--- config.mk ---
export PLATFORM = sky130hd
export DESIGN_NAME = exotiny_wb_conout
export DESIGN_NICKNAME = d
export VERILOG_FILES = /design/src/rtl/exotiny_wb_conout.sv
export SDC_FILE = /design/constraint.sdc
export NUM_CORES = 1
export LEC_CHECK = 0
export BUFFER_PORTS_ARGS = -buffer_cell sky130_fd_sc_hd__buf_2
export CORE_UTILIZATION = 45
export DETAILED_ROUTE_END_ITERATION = 8
export PLACE_DENSITY = 0.69
export SLEW_MARGIN = 10
export SYNTH_ARGS = -nofsm -noshare
export SYNTH_HDL_FRONTEND = slang
export SYNTH_SLANG_ARGS = --single-unit
--- constraint.sdc ---
create_clock -name clk_i -period 2 [get_ports clk_i]
set_input_delay 0.3 -clock clk_i [delete_from_list [all_inputs] [get_ports clk_i]]
set_output_delay 0.3 -clock clk_i [all_outputs]
set_load 0.005 [all_outputs]
--- src/rtl/exotiny_wb_conout.sv ---
// ============================================================================
// exotiny_wb_conout
// ----------------------------------------------------------------------------
// Wishbone-classic slave console port for the ExoTiny SoC.
//
// The CPU writes characters to the DATA register. They are buffered in a small
// circular FIFO and shifted out on an 8N1 UART transmit line. Every accepted
// DATA write is also shifted into a 32-bit signature register, so the block
// recognises the "DONE" and "ERR" end-of-test strings on its own and raises
// sticky flags that FPGA/ASIC harnesses can watch directly.
//
// Bus handshake (valid/ready in Wishbone-classic terms):
//   A cycle is "accepted" when wb_stb_i=1 and wb_ack_o=0, unless it is a DATA
//   write and the FIFO is full (then the slave inserts wait states). The
//   acknowledge is registered: wb_ack_o is high for exactly the one cycle
//   after the accept, and wb_dat_o carries the read data in that same cycle.
//   Because an accept needs wb_ack_o=0, two acks are never back to back.
//
// Register map (wb_adr_i):
//   0 DATA   write: push wb_dat_i[7:0] into the TX FIFO; read: 0
//   1 STATUS read : {27'b0, err, done, fifo_empty, fifo_full, tx_busy}
//            write: wb_dat_i[0]=1 clears done, err and the signature register
//
// Ports:
//   clk_i      system clock
//   rst_in     asynchronous active-low reset
//   wb_stb_i   strobe, held by the master until ack
//   wb_we_i    write enable
//   wb_adr_i   register select (0 = DATA, 1 = STATUS)
//   wb_dat_i   write data
//   wb_dat_o   read data, valid while wb_ack_o
//   wb_ack_o   one-cycle acknowledge
//   tx_o       UART transmit line, idle high
//   done_o     sticky "DONE" seen
//   err_o      sticky "ERR" seen
//
// Parameters:
//   CLKDIV     clock cycles per UART bit (>= 2)
//   FIFODEPTH  TX FIFO entries (power of 2, >= 2)
// ============================================================================
module exotiny_wb_conout #(
    parameter int CLKDIV    = 104,
    parameter int FIFODEPTH = 4
) (
    input  logic        clk_i,
    input  logic        rst_in,
    input  logic        wb_stb_i,
    input  logic        wb_we_i,
    input  logic        wb_adr_i,
    input  logic [31:0] wb_dat_i,
    output logic [31:0] wb_dat_o,
    output logic        wb_ack_o,
    output logic        tx_o,
    output logic        done_o,
    output logic        err_o
);

    // ------------------------------------------------------------------------
    // Local parameters
    // ------------------------------------------------------------------------
    localparam int AW = $clog2(FIFODEPTH);   // FIFO index width
    localparam int CW = $clog2(CLKDIV);      // baud counter width

    localparam logic [CW-1:0] BAUD_RELOAD = CW'(CLKDIV - 1);
    localparam logic [CW-1:0] BAUD_ONE    = CW'(1);
    localparam logic [AW:0]   PTR_ONE     = (AW + 1)'(1);

    localparam logic [31:0] SIG_DONE = 32'h444F_4E45;  // "DONE"
    localparam logic [23:0] SIG_ERR  = 24'h45_5252;    // "ERR"

    typedef enum logic [1:0] {
        S_IDLE  = 2'd0,
        S_START = 2'd1,
        S_DATA  = 2'd2,
        S_STOP  = 2'd3
    } tx_state_t;

    // ------------------------------------------------------------------------
    // Declarations
    // ------------------------------------------------------------------------
    // FIFO storage and pointers. The pointers carry one extra MSB so that
    // "full" (same index, different lap) and "empty" (identical) differ.
    logic [7:0]  fifo_mem [FIFODEPTH];
    logic [AW:0] wr_ptr;
    logic [AW:0] rd_ptr;
    logic        fifo_empty;
    logic        fifo_full;

    // Bus-side decode
    logic        is_data_wr;
    logic        accept;
    logic        push;
    logic        sig_clear;
    logic [31:0] status_word;

    // Signature shift register
    logic [31:0] sig_sr;
    logic [31:0] sig_sr_next;

    // UART transmitter
    tx_state_t   tx_state;
    logic [CW-1:0] baud_cnt;
    logic [2:0]  bit_idx;
    logic [7:0]  shift_buf;
    logic        pop;
    logic        tx_busy;

    // Upper write-data bits are not used by any register.
    logic        unused_dat;
    assign unused_dat = ^wb_dat_i[31:8];

    // ------------------------------------------------------------------------
    // FIFO status
    // ------------------------------------------------------------------------
    assign fifo_empty = (wr_ptr == rd_ptr);
    assign fifo_full  = (wr_ptr[AW] != rd_ptr[AW]) &&
                        (wr_ptr[AW-1:0] == rd_ptr[AW-1:0]);

    // ------------------------------------------------------------------------
    // Bus decode
    // ------------------------------------------------------------------------
    assign is_data_wr = wb_we_i && !wb_adr_i;

    // A DATA write waits while the FIFO is full. "full" is a registered
    // condition, so a pop by the transmitter frees the slot one cycle later;
    // the push and the accept happen together in that following cycle.
    assign accept    = wb_stb_i && !wb_ack_o && !(is_data_wr && fifo_full);
    assign push      = accept && is_data_wr;
    assign sig_clear = accept && wb_we_i && wb_adr_i && wb_dat_i[0];

    assign tx_busy     = (tx_state != S_IDLE);
    assign status_word = {27'b0, err_o, done_o, fifo_empty, fifo_full, tx_busy};

    assign sig_sr_next = {sig_sr[23:0], wb_dat_i[7:0]};

    // ------------------------------------------------------------------------
    // Bus response, write pointer and signature detection
    // ------------------------------------------------------------------------
    always_ff @(posedge clk_i or negedge rst_in) begin
        if (!rst_in) begin
            wb_ack_o <= 1'b0;
            wb_dat_o <= 32'b0;
            wr_ptr   <= '0;
            sig_sr   <= 32'b0;
            done_o   <= 1'b0;
            err_o    <= 1'b0;
        end else begin
            wb_ack_o <= accept;

            // Read data is only non-zero in the ack cycle of a STATUS read.
            if (accept && !wb_we_i && wb_adr_i) begin
                wb_dat_o <= status_word;
            end else begin
                wb_dat_o <= 32'b0;
            end

            if (push) begin
                wr_ptr <= wr_ptr + PTR_ONE;
            end

            // The match is taken on the value being shifted in, so the flag
            // rises together with the ack of the completing character.
            // A clear has priority over any simultaneous shift/match.
            if (sig_clear) begin
                sig_sr <= 32'b0;
                done_o <= 1'b0;
                err_o  <= 1'b0;
            end else if (push) begin
                sig_sr <= sig_sr_next;
                if (sig_sr_next == SIG_DONE) begin
                    done_o <= 1'b1;
                end
                if (sig_sr_next[23:0] == SIG_ERR) begin
                    err_o <= 1'b1;
                end
            end
        end
    end

    // FIFO storage has no reset: contents are only ever read behind rd_ptr,
    // which cannot pass wr_ptr.
    always_ff @(posedge clk_i) begin
        if (push) begin
            fifo_mem[wr_ptr[AW-1:0]] <= wb_dat_i[7:0];
        end
    end

    // ------------------------------------------------------------------------
    // UART transmitter FSM (8N1, LSB first)
    // ------------------------------------------------------------------------
    // The FIFO is popped only from IDLE. After the last STOP cycle the FSM
    // spends one cycle in IDLE before the next START, giving a one-cycle gap
    // between back-to-back frames.
    assign pop = (tx_state == S_IDLE) && !fifo_empty;

    always_ff @(posedge clk_i or negedge rst_in) begin
        if (!rst_in) begin
            tx_state  <= S_IDLE;
            baud_cnt  <= '0;
            bit_idx   <= 3'd0;
            shift_buf <= 8'h00;
            rd_ptr    <= '0;
            tx_o      <= 1'b1;
        end else begin
            case (tx_state)
                S_IDLE: begin
                    tx_o <= 1'b1;
                    if (pop) begin
                        shift_buf <= fifo_mem[rd_ptr[AW-1:0]];
                        rd_ptr    <= rd_ptr + PTR_ONE;
                        baud_cnt  <= BAUD_RELOAD;
                        tx_o      <= 1'b0;
                        tx_state  <= S_START;
                    end
                end

                S_START: begin
                    if (baud_cnt == '0) begin
                        baud_cnt <= BAUD_RELOAD;
                        bit_idx  <= 3'd0;
                        tx_o     <= shift_buf[0];
                        tx_state <= S_DATA;
                    end else begin
                        baud_cnt <= baud_cnt - BAUD_ONE;
                    end
                end

                S_DATA: begin
                    if (baud_cnt == '0) begin
                        baud_cnt <= BAUD_RELOAD;
                        if (bit_idx == 3'd7) begin
                            tx_o     <= 1'b1;
                            tx_state <= S_STOP;
                        end else begin
                            bit_idx <= bit_idx + 3'd1;
                            tx_o    <= shift_buf[bit_idx + 3'd1];
                        end
                    end else begin
                        baud_cnt <= baud_cnt - BAUD_ONE;
                    end
                end

                S_STOP: begin
                    if (baud_cnt == '0) begin
                        tx_state <= S_IDLE;
                    end else begin
                        baud_cnt <= baud_cnt - BAUD_ONE;
                    end
                end

                default: begin
                    tx_o     <= 1'b1;
                    tx_state <= S_IDLE;
                end
            endcase
        end
    end

endmodule

==> metrics.txt, run 1 <==
status finished clean; Critical R2R Launch baud_cnt[0]; layout cell share with drive strength beyond 1 22.14%; Pleak 1.997 nW; number of synthesized flops with an enable pin 32; Worst setup SP type register; Max Clock Freq 521.3 MHz; die width 101.2 um; highest metal used met4; CTS tree yes; Nets 447; area growth from synthesis to layout 9.320%; Buf/Inv on CP 1; WHS Path Cells 1; worst setup path class register to register; skew final 9.252 ps; crit path time final 1918 ps; I/O pins 73; Iter 0 DRT Violations 87; IO Port Bufs 21; Reg2Reg Depth 6; Crit. End Element register; top cell type by total area after synthesis dfrtp_1; largest net degree at the start of global routing 60; sequential area share after synthesis 55.04%; Worst Path Max Fanout 5; Critical Path Slowest Stage Cell dfrtp_1; RSZ-0062 raised after global routing false; Synth top area share 32.76%; Main synth FF type dfrtp_1; y dimension of the die 101.2 um; crit path cell chain inv_1 -> ha_1 -> nor3b_2 -> and2_1 -> o221a_2 -> mux2_2; max-cap violations 0; Initial Util 47.28%; fillers 816; post-DR wirelength/cell 14.79 um; via/cell ratio 5.202; most frequent cells in the layout dfrtp_1, nand2_1, edfxtp_1, conb_1; Reg2Reg Setup Slack 80 ps; initial antenna violation count 0; row cnt 35; Tcrit/Tclk final 95.91%; DR pass1 iterations 4; most common cell after layout, fill and taps aside dfrtp_1; flops & latches, synth 91; met2 wire length 3977 um; synthesized area 4430 sq um; WL met3 236 um; setup TNS 0 ps; RR Endpoint tx_state[1]; Setup WS post-layout 81.87 ps; DRC Markers 0; max-slew violation count 0; crit-path max cell delay 430 ps; hold crit path type primary input to register; Data arrival, critical path 2160 ps; clock buffer count from CTS 9; Synth area leaders dfrtp_1, edfxtp_1, buf_4, mux4_2, nand2_1; Post-Route M1 WL 3527 um; Hold Path Origin wb_dat_i[6]; power per cell area 869.7 nW/um^2; DP Worst Slack 64.65 ps; core area 9371 sq um; setup violation total in the final timing report 0; Post-Route WL 7854 um; first-pass GRT wire length 13110 um; Vias 2762; DP HPWL 5391 um; grt total ovfl 0; Post-CTS Setup Bufs 0; Synth Warn # 0; CTS clock-pin slew for the worst setup and hold paths 100 ps; vias in the first global route 2669; final hold vios 0; H-tree levels 3; Die ar. 10250 sq um; Max IR drop VDD 0.5456 mV; Worst EP required 2240 ps; synth unique cells 61; clock sink count 91; Hold EP fifo_mem[0][6]; syn_area_per_cell 12.17 sq um; Clock Tree Buf Depth 2; n_diodes 0; Tot GR Track Use 16.74%; Post-Syn Instances 364; Post-synth ARST share 64.84%; GP Congestion 0.8066; Antenna Nets Post-Route 0; Total Power 4.212 mW; root buf cell clkbuf_8; Worst-Skew Late Latency 360 ps; CP top delay family simple AND/OR/NAND/NOR gates
==> stage by stage <==
| stage | hold slack, ps | area, sq um | util, % | instances |
|---|---|---|---|---|
| 2_1_floorplan | 4.409 | 4528 | - | 390 |
| 3_3_place_gp | 333.8 | 4606 | 49.15 | 514 |
| 3_5_place_dp | 334.1 | 4606 | 49.15 | 514 |
| 4_1_cts | 171.9 | 4831 | 51.55 | 531 |
| 5_1_grt | 166.6 | 4843 | 51.68 | 531 |
| 6_report | 185.1 | 4843 | 51.68 | 531 |
==> worst register-to-register path, delay by kind of cell (launching register included) <==
kind            cells  cell delay [ps]
fa+ha+maj           1              190
mux                 1              330
flops               1              430
compound gates      1              240
buf+inv             1               70
simple gates        2              540
==> how the worst max path moves through the flow <==
stage                                end   startpoint  depth (start not counted)  slack [ps]
after floorplan              tx_state[1]  baud_cnt[0]                          6         130
after global placement       tx_state[1]  baud_cnt[0]                          6         130
after detailed placement  fifo_mem[0][5]    rd_ptr[1]                          3          60
after CTS                 fifo_mem[0][5]    rd_ptr[1]                          3          50
after global routing         tx_state[1]  baud_cnt[0]                          6          10
final                        tx_state[1]  baud_cnt[0]                          6          80
==> registers in the layout (all words and copies together) (netlist names), 2 cells and up <==
register,count
fifo_mem,32
bit_idx,3
baud_cnt,7
shift_buf,8
tx_state,2
sig_sr,24
rd_ptr,3
wr_ptr,3
wb_dat_o,5
==> report_power, final <==
part	internal, mW	leakage [nW]	total [mW]	switching (mW)
combinational	0.254	0.861	0.587	0.333
clock	0.610	0.106	1.32	0.713
sequential	2.13	1.03	2.30	0.168
total	3.00	2.00	4.21	1.21
==> layout make-up <==
| class | instances | area (sq um) | area share (%) |
|---|---|---|---|
| multi-input combinational | 247 | 1754 | 36.22 |
| inverter | 13 | 48.80 | 1.007 |
| clock inverter | 7 | 91.34 | 1.886 |
| tap | 129 | 161.4 | 3.332 |
| clock buffer | 9 | 123.9 | 2.557 |
| timing repair buffer | 35 | 225.2 | 4.650 |
| sequential | 91 | 2439 | 50.35 |
==> per-layer routing <==
metal / vias to the layer above / GRT usage, %
met2: 46 / 28.41
met3: 10 / 4.417
met4: 0 / 4.905
li1: 1323 / -
met5: - / 0
met1: 1383 / 21.16
==> cells in the mapped netlist, drive strengths merged (5+ instances only) <==
| cell type | number |
|---|---|
| o21ai | 5 |
| buf | 35 |
| a21oi | 28 |
| ha | 13 |
| xnor2 | 5 |
| inv | 13 |
| dfrtp | 58 |
| edfxtp | 32 |
| nand2 | 54 |
| xor2 | 5 |
| and2 | 5 |
| mux4 | 9 |
| mux2 | 11 |
| nor2 | 12 |
| nor3 | 7 |
==> timing repair <==
item | CTS | global route
setup endpoints to repair | 0 | 15
hold buffers | 1 | 0
hold endpoints to repair | 58 | 0
resized for setup | 0 | 2
==> cell families (layout without fill, tap and decap cells) <==
group                    Yosys count  count (layout)  synth area share (%)
AND/OR/NAND/NOR                  112             112                 13.05
flip-flops                        91              91                 55.04
AO/OA/AOI/OAI                     61              61                 9.884
buffers and inverters             52              64                 7.851
multiplexers                      24              24                 8.274
adder cells (fa/ha/maj)           13              13                 3.671
XOR/XNOR                          10              10                 2.146
other                              1              27               0.08464
Power figures use the tool's default switching activity.
==> run 2: changes to the inputs <==
--- a/config.mk
+++ b/config.mk
@@ -6,9 +6,11 @@
 export NUM_CORES = 1
 export LEC_CHECK = 0
 export BUFFER_PORTS_ARGS = -buffer_cell sky130_fd_sc_hd__buf_2
-export CORE_UTILIZATION = 45
+export CELL_PAD_IN_SITES_DETAIL_PLACEMENT = 1
+export CELL_PAD_IN_SITES_GLOBAL_PLACEMENT = 1
+export CORE_UTILIZATION = 41
 export DETAILED_ROUTE_END_ITERATION = 8
-export PLACE_DENSITY = 0.69
+export PLACE_DENSITY_LB_ADDON = 0.1
 export SLEW_MARGIN = 10
 export SYNTH_ARGS = -nofsm -noshare
 export SYNTH_HDL_FRONTEND = slang
==> metrics.txt, run 2 (synthesis gave the netlist of run 1 again) <==
Clock Tree Buf Depth 2; max-slew violation count 0; DR pass1 iterations 4; Post-CTS Setup Bufs 0; GP Congestion 0.7970; root buf cell clkbuf_8; Tcrit/Tclk final 92.69%; core area 10420 sq um; most frequent cells in the layout dfrtp_1, nand2_1, edfxtp_1, conb_1; Post-Route WL 8788 um; final hold vios 0; Inst Count DP 525; setup violation total in the final timing report 0; Die ar. 11230 sq um; non-filler cells, final 542; worst setup path class register to register; power per cell area 836.9 nW/um^2; die width 106.0 um; max-cap violations 0; hold crit path type primary input to register; y dimension of the die 106.0 um; crit path cell chain inv_1 -> ha_1 -> nor3b_2 -> and2_1 -> o221a_2 -> mux2_2; fillers 1121; post-DR wirelength/cell 16.21 um; skew final 12.30 ps; RSZ-0062 raised after global routing false; Nets 451; Max IR drop VDD 0.4544 mV; register cell area after layout 2439 sq um; area growth from synthesis to layout 9.715%; Antenna Nets Post-Route 0; Worst Path Max Fanout 5; CTS clock-pin slew for the worst setup and hold paths 90 ps; IO Port Bufs 21; grt total ovfl 0; Initial Util 42.53%; footprint of the multi-input gates 1755 sq um; Max Clock Freq 539.4 MHz; DRC Markers 0; layout cell share with drive strength beyond 1 22.41%; DP HPWL 6118 um; crit path time final 1854 ps; Largest register FFs 32; Tot GR Track Use 17.41%; via/cell ratio 5.124; Data arrival, critical path 2110 ps; vias in the first global route 2957; Pleak 2.009 nW; n_diodes 0; first-pass GRT wire length 14970 um; I/O pins 73; largest net degree at the start of global routing 60; CTS tree yes; initial antenna violation count 0; crit-path max cell delay 420 ps; Vias 2777; H-tree levels 3; Critical Path Slowest Stage Cell dfrtp_1; most common cell after layout, fill and taps aside dfrtp_1; row cnt 37; setup TNS 0 ps; clock sink count 91; status finished clean; Worst setup SP type register; Crit. End Element register; Iter 0 DRT Violations 103; clock buffer count from CTS 9; Worst EP required 2260 ps; Worst-Skew Late Latency 360 ps
## run 2: layer usage
metal | GRT usage, % | share of wire [%]
met1 | 21.26 | 44
met3 | 3.372 | 1.9
met4 | 6.845 | 1.5
met2 | 30.35 | 52
met5 | 0 | 0
## run 2: critical path: cells and delay by family (launching register included)
kind	cells	cell delay, ps
compound gates	1	250
fa+ha+maj	1	190
buf+inv	1	80
flops	1	420
mux	1	330
simple gates	2	490
## run 2: metrics by stage
step | worst slack (ps) | hold WS, ps | utilization, % | area [sq um] | total power, mW
2_1_floorplan | 128.0 | 4.409 | - | 4528 | 2.747
6_report | 146.2 | 202.2 | 46.67 | 4861 | 4.068
4_1_cts | 76.56 | 177.4 | 46.53 | 4847 | 4.132
5_1_grt | 37.27 | 185.4 | 46.67 | 4861 | 4.324
3_3_place_gp | 100.9 | 321.8 | 44.71 | 4657 | 2.930
3_5_place_dp | 73.53 | 341.5 | 44.71 | 4657 | 2.961
## run 2: final timing paths
check,start,end,slack (ps),cells after the start
worst min-delay path,wb_dat_i[7],fifo_mem[1][7],200,1
min in group asynchronous,rst_in,bit_idx[2],460,3
worst max-delay path,baud_cnt[0],tx_state[1],150,6
max in group asynchronous,rst_in,sig_sr[17],1240,3
worst max register to register,baud_cnt[0],tx_state[1],150,6
worst min register to register,tx_o,tx_o,480,2
## run 2: repair_timing
item	4_1_cts	5_1_grt
setup endpoints to repair	0	6
hold endpoints to repair	58	0
resized for setup	0	3
hold buffers	1	0
## run 2: layout make-up
class,instances,share of cell area [%]
well taps,136,3.501
multi-input cells,247,36.11
repair buffers,39,5.508
flip-flops and latches,91,50.17
clock buffers,12,3.192
clock inverters,4,0.5148
inverters,13,1.004
## run 2: power breakdown
part           switching (mW)  total, mW  internal [mW]
logic                   0.330      0.600          0.270
clock network           0.642       1.16          0.517
registers               0.174       2.31           2.13
==> run 3: changes to the inputs <==
--- a/config.mk
+++ b/config.mk
@@ -8,7 +8,7 @@
 export BUFFER_PORTS_ARGS = -buffer_cell sky130_fd_sc_hd__buf_2
 export CELL_PAD_IN_SITES_DETAIL_PLACEMENT = 1
 export CELL_PAD_IN_SITES_GLOBAL_PLACEMENT = 1
-export CORE_UTILIZATION = 41
+export CORE_UTILIZATION = 45
 export DETAILED_ROUTE_END_ITERATION = 8
 export PLACE_DENSITY_LB_ADDON = 0.1
 export SLEW_MARGIN = 10
==> constraint.sdc (replaced) <==
create_clock -name clk_i -period 2.32 [get_ports clk_i]
set_input_delay 0.348 -clock clk_i [delete_from_list [all_inputs] [get_ports clk_i]]
set_output_delay 0.348 -clock clk_i [all_outputs]
set_load 0.005 [all_outputs]
==> metrics.txt, run 3 (synthesis gave the netlist of run 1 again) <==
hold buffers post-CTS 1; Worst setup SP type register; Largest register FFs 32; largest net degree at the start of global routing 29; Pleak 1.982 nW; DR pass1 iterations 4; area growth from synthesis to layout 8.246%; Max Clock Freq 516.1 MHz; most common cell after layout, fill and taps aside dfrtp_1; Data arrival, critical path 2230 ps; Max-slew headroom 64.42%; GP Congestion 0.7216; max-cap violations 0; skew final 7.538 ps; post-DR wirelength/cell 16.92 um; hold crit path type primary input to register; y dimension of the die 101.2 um; most frequent cells in the layout dfrtp_1, nand2_1, edfxtp_1, conb_1; DRC Markers 0; crit path time final 1938 ps; layout cell share with drive strength beyond 1 20.70%; Final Util 51.17%; Slew @ Worst Pin 533.8 ps; area post-placement 4598 sq um; n_diodes 0; RSZ-0062 raised after global routing false; Inst Count DP 513; Iter 0 DRT Violations 91; die width 101.2 um; Antenna Nets Post-Route 0; Die ar. 10250 sq um; Initial Util 47.28%; DP HPWL 6292 um; max-slew violation count 0; clock sink count 91; worst setup path class register to register; IO Port Bufs 21; CTS tree yes; non-filler cells, final 530; setup TNS 0 ps; Total Power 3.569 mW; setup violation total in the final timing report 0; Worst-Skew Late Latency 360 ps; Finished Cell Area 4796 sq um; post-cts resize count 0; Post-Route WL 8968 um; H-tree levels 3; Nets 446; initial antenna violation count 0; Tot GR Track Use 19.54%; core area 9371 sq um; vias in the first global route 2974; CTS clock-pin slew for the worst setup and hold paths 90 ps; Tcrit/Tclk final 83.52%; grt total ovfl 0; power per cell area 744.1 nW/um^2; I/O pins 73; Worst Path Max Fanout 5; clock buffer count from CTS 9; row cnt 35; via/cell ratio 5.249; Max IR drop VDD 0.3363 mV; first-pass GRT wire length 15110 um; Crit. End Element register; Worst EP required 2610 ps; Vias 2782; Post-CTS Setup Bufs 0; root buf cell clkbuf_8; Clock Tree Buf Depth 2; final hold vios 0; status finished clean
[run 3: cell count changes in the layout (fill, tap and decap cells not counted)]
cell	previous run	this run
nor2_2	1	0
a31oi_2	1	0
clkbuf_1	1	2
clkbuf_8	11	9
nor2_1	11	12
nor3b_2	2	1
clkinv_1	2	1
bufinv_16	0	1
nor3b_1	2	3
a31oi_1	3	4
buf_4	15	11
clkinv_2	0	1
buf_12	2	1
[run 3: worst paths after layout]
| kind | start | end | slack (ps) | cells past startpoint |
|---|---|---|---|---|
| hold / removal | wb_dat_i[6] | fifo_mem[0][6] | 240 | 1 |
| setup reg to reg | baud_cnt[0] | bit_idx[0] | 380 | 6 |
| min in group asynchronous | rst_in | bit_idx[1] | 490 | 2 |
| max in group asynchronous | rst_in | wr_ptr[1] | 1240 | 3 |
| setup / recovery | baud_cnt[0] | bit_idx[0] | 380 | 6 |
| hold reg to reg | tx_o | tx_o | 470 | 2 |
[run 3: worst max-delay path, stage by stage (launching register included)]
cell	delay, ps
dfrtp_1	430
inv_1	70
ha_1	200
or3b_2	500
nor3b_1	380
mux2i_1	130
o2bb2ai_1	160
[run 3: stage by stage]
| step | hold slack [ps] | worst slack (ps) |
|---|---|---|
| 2_1_floorplan | 52.41 | 448.0 |
| 3_3_place_gp | 359.9 | 444.4 |
| 3_5_place_dp | 372.4 | 366.1 |
| 4_1_cts | 221.3 | 343.9 |
| 5_1_grt | 230.9 | 198.2 |
| 6_report | 236.7 | 382.4 |
[run 3: power breakdown]
| part | internal, mW | switching (mW) | total (mW) |
|---|---|---|---|
| Clock | 0.498 | 0.571 | 1.07 |
| Sequential | 1.84 | 0.154 | 1.99 |
| Combinational | 0.216 | 0.289 | 0.505 |
| Total | 2.55 | 1.01 | 3.57 |
[run 3: cell type report]
class	instances	area, sq um
inverter	13	48.80
fill	1005	4576
tap	129	161.4
clock inverter	5	56.30
clock buffer	11	131.4
multi-input combinational	247	1742
timing repair buffer	34	217.7
sequential	91	2439
[run 3: routing by layer]
metal / wire length (um) / GRT usage, % / vias up
li1: - / - / 1320
met1: 4037 / 24.89 / 1414
met2: 4610 / 33.70 / 37
met3: 185 / 2.622 / 11
met4: 136 / 8.138 / 0
met5: 0 / 0 / -
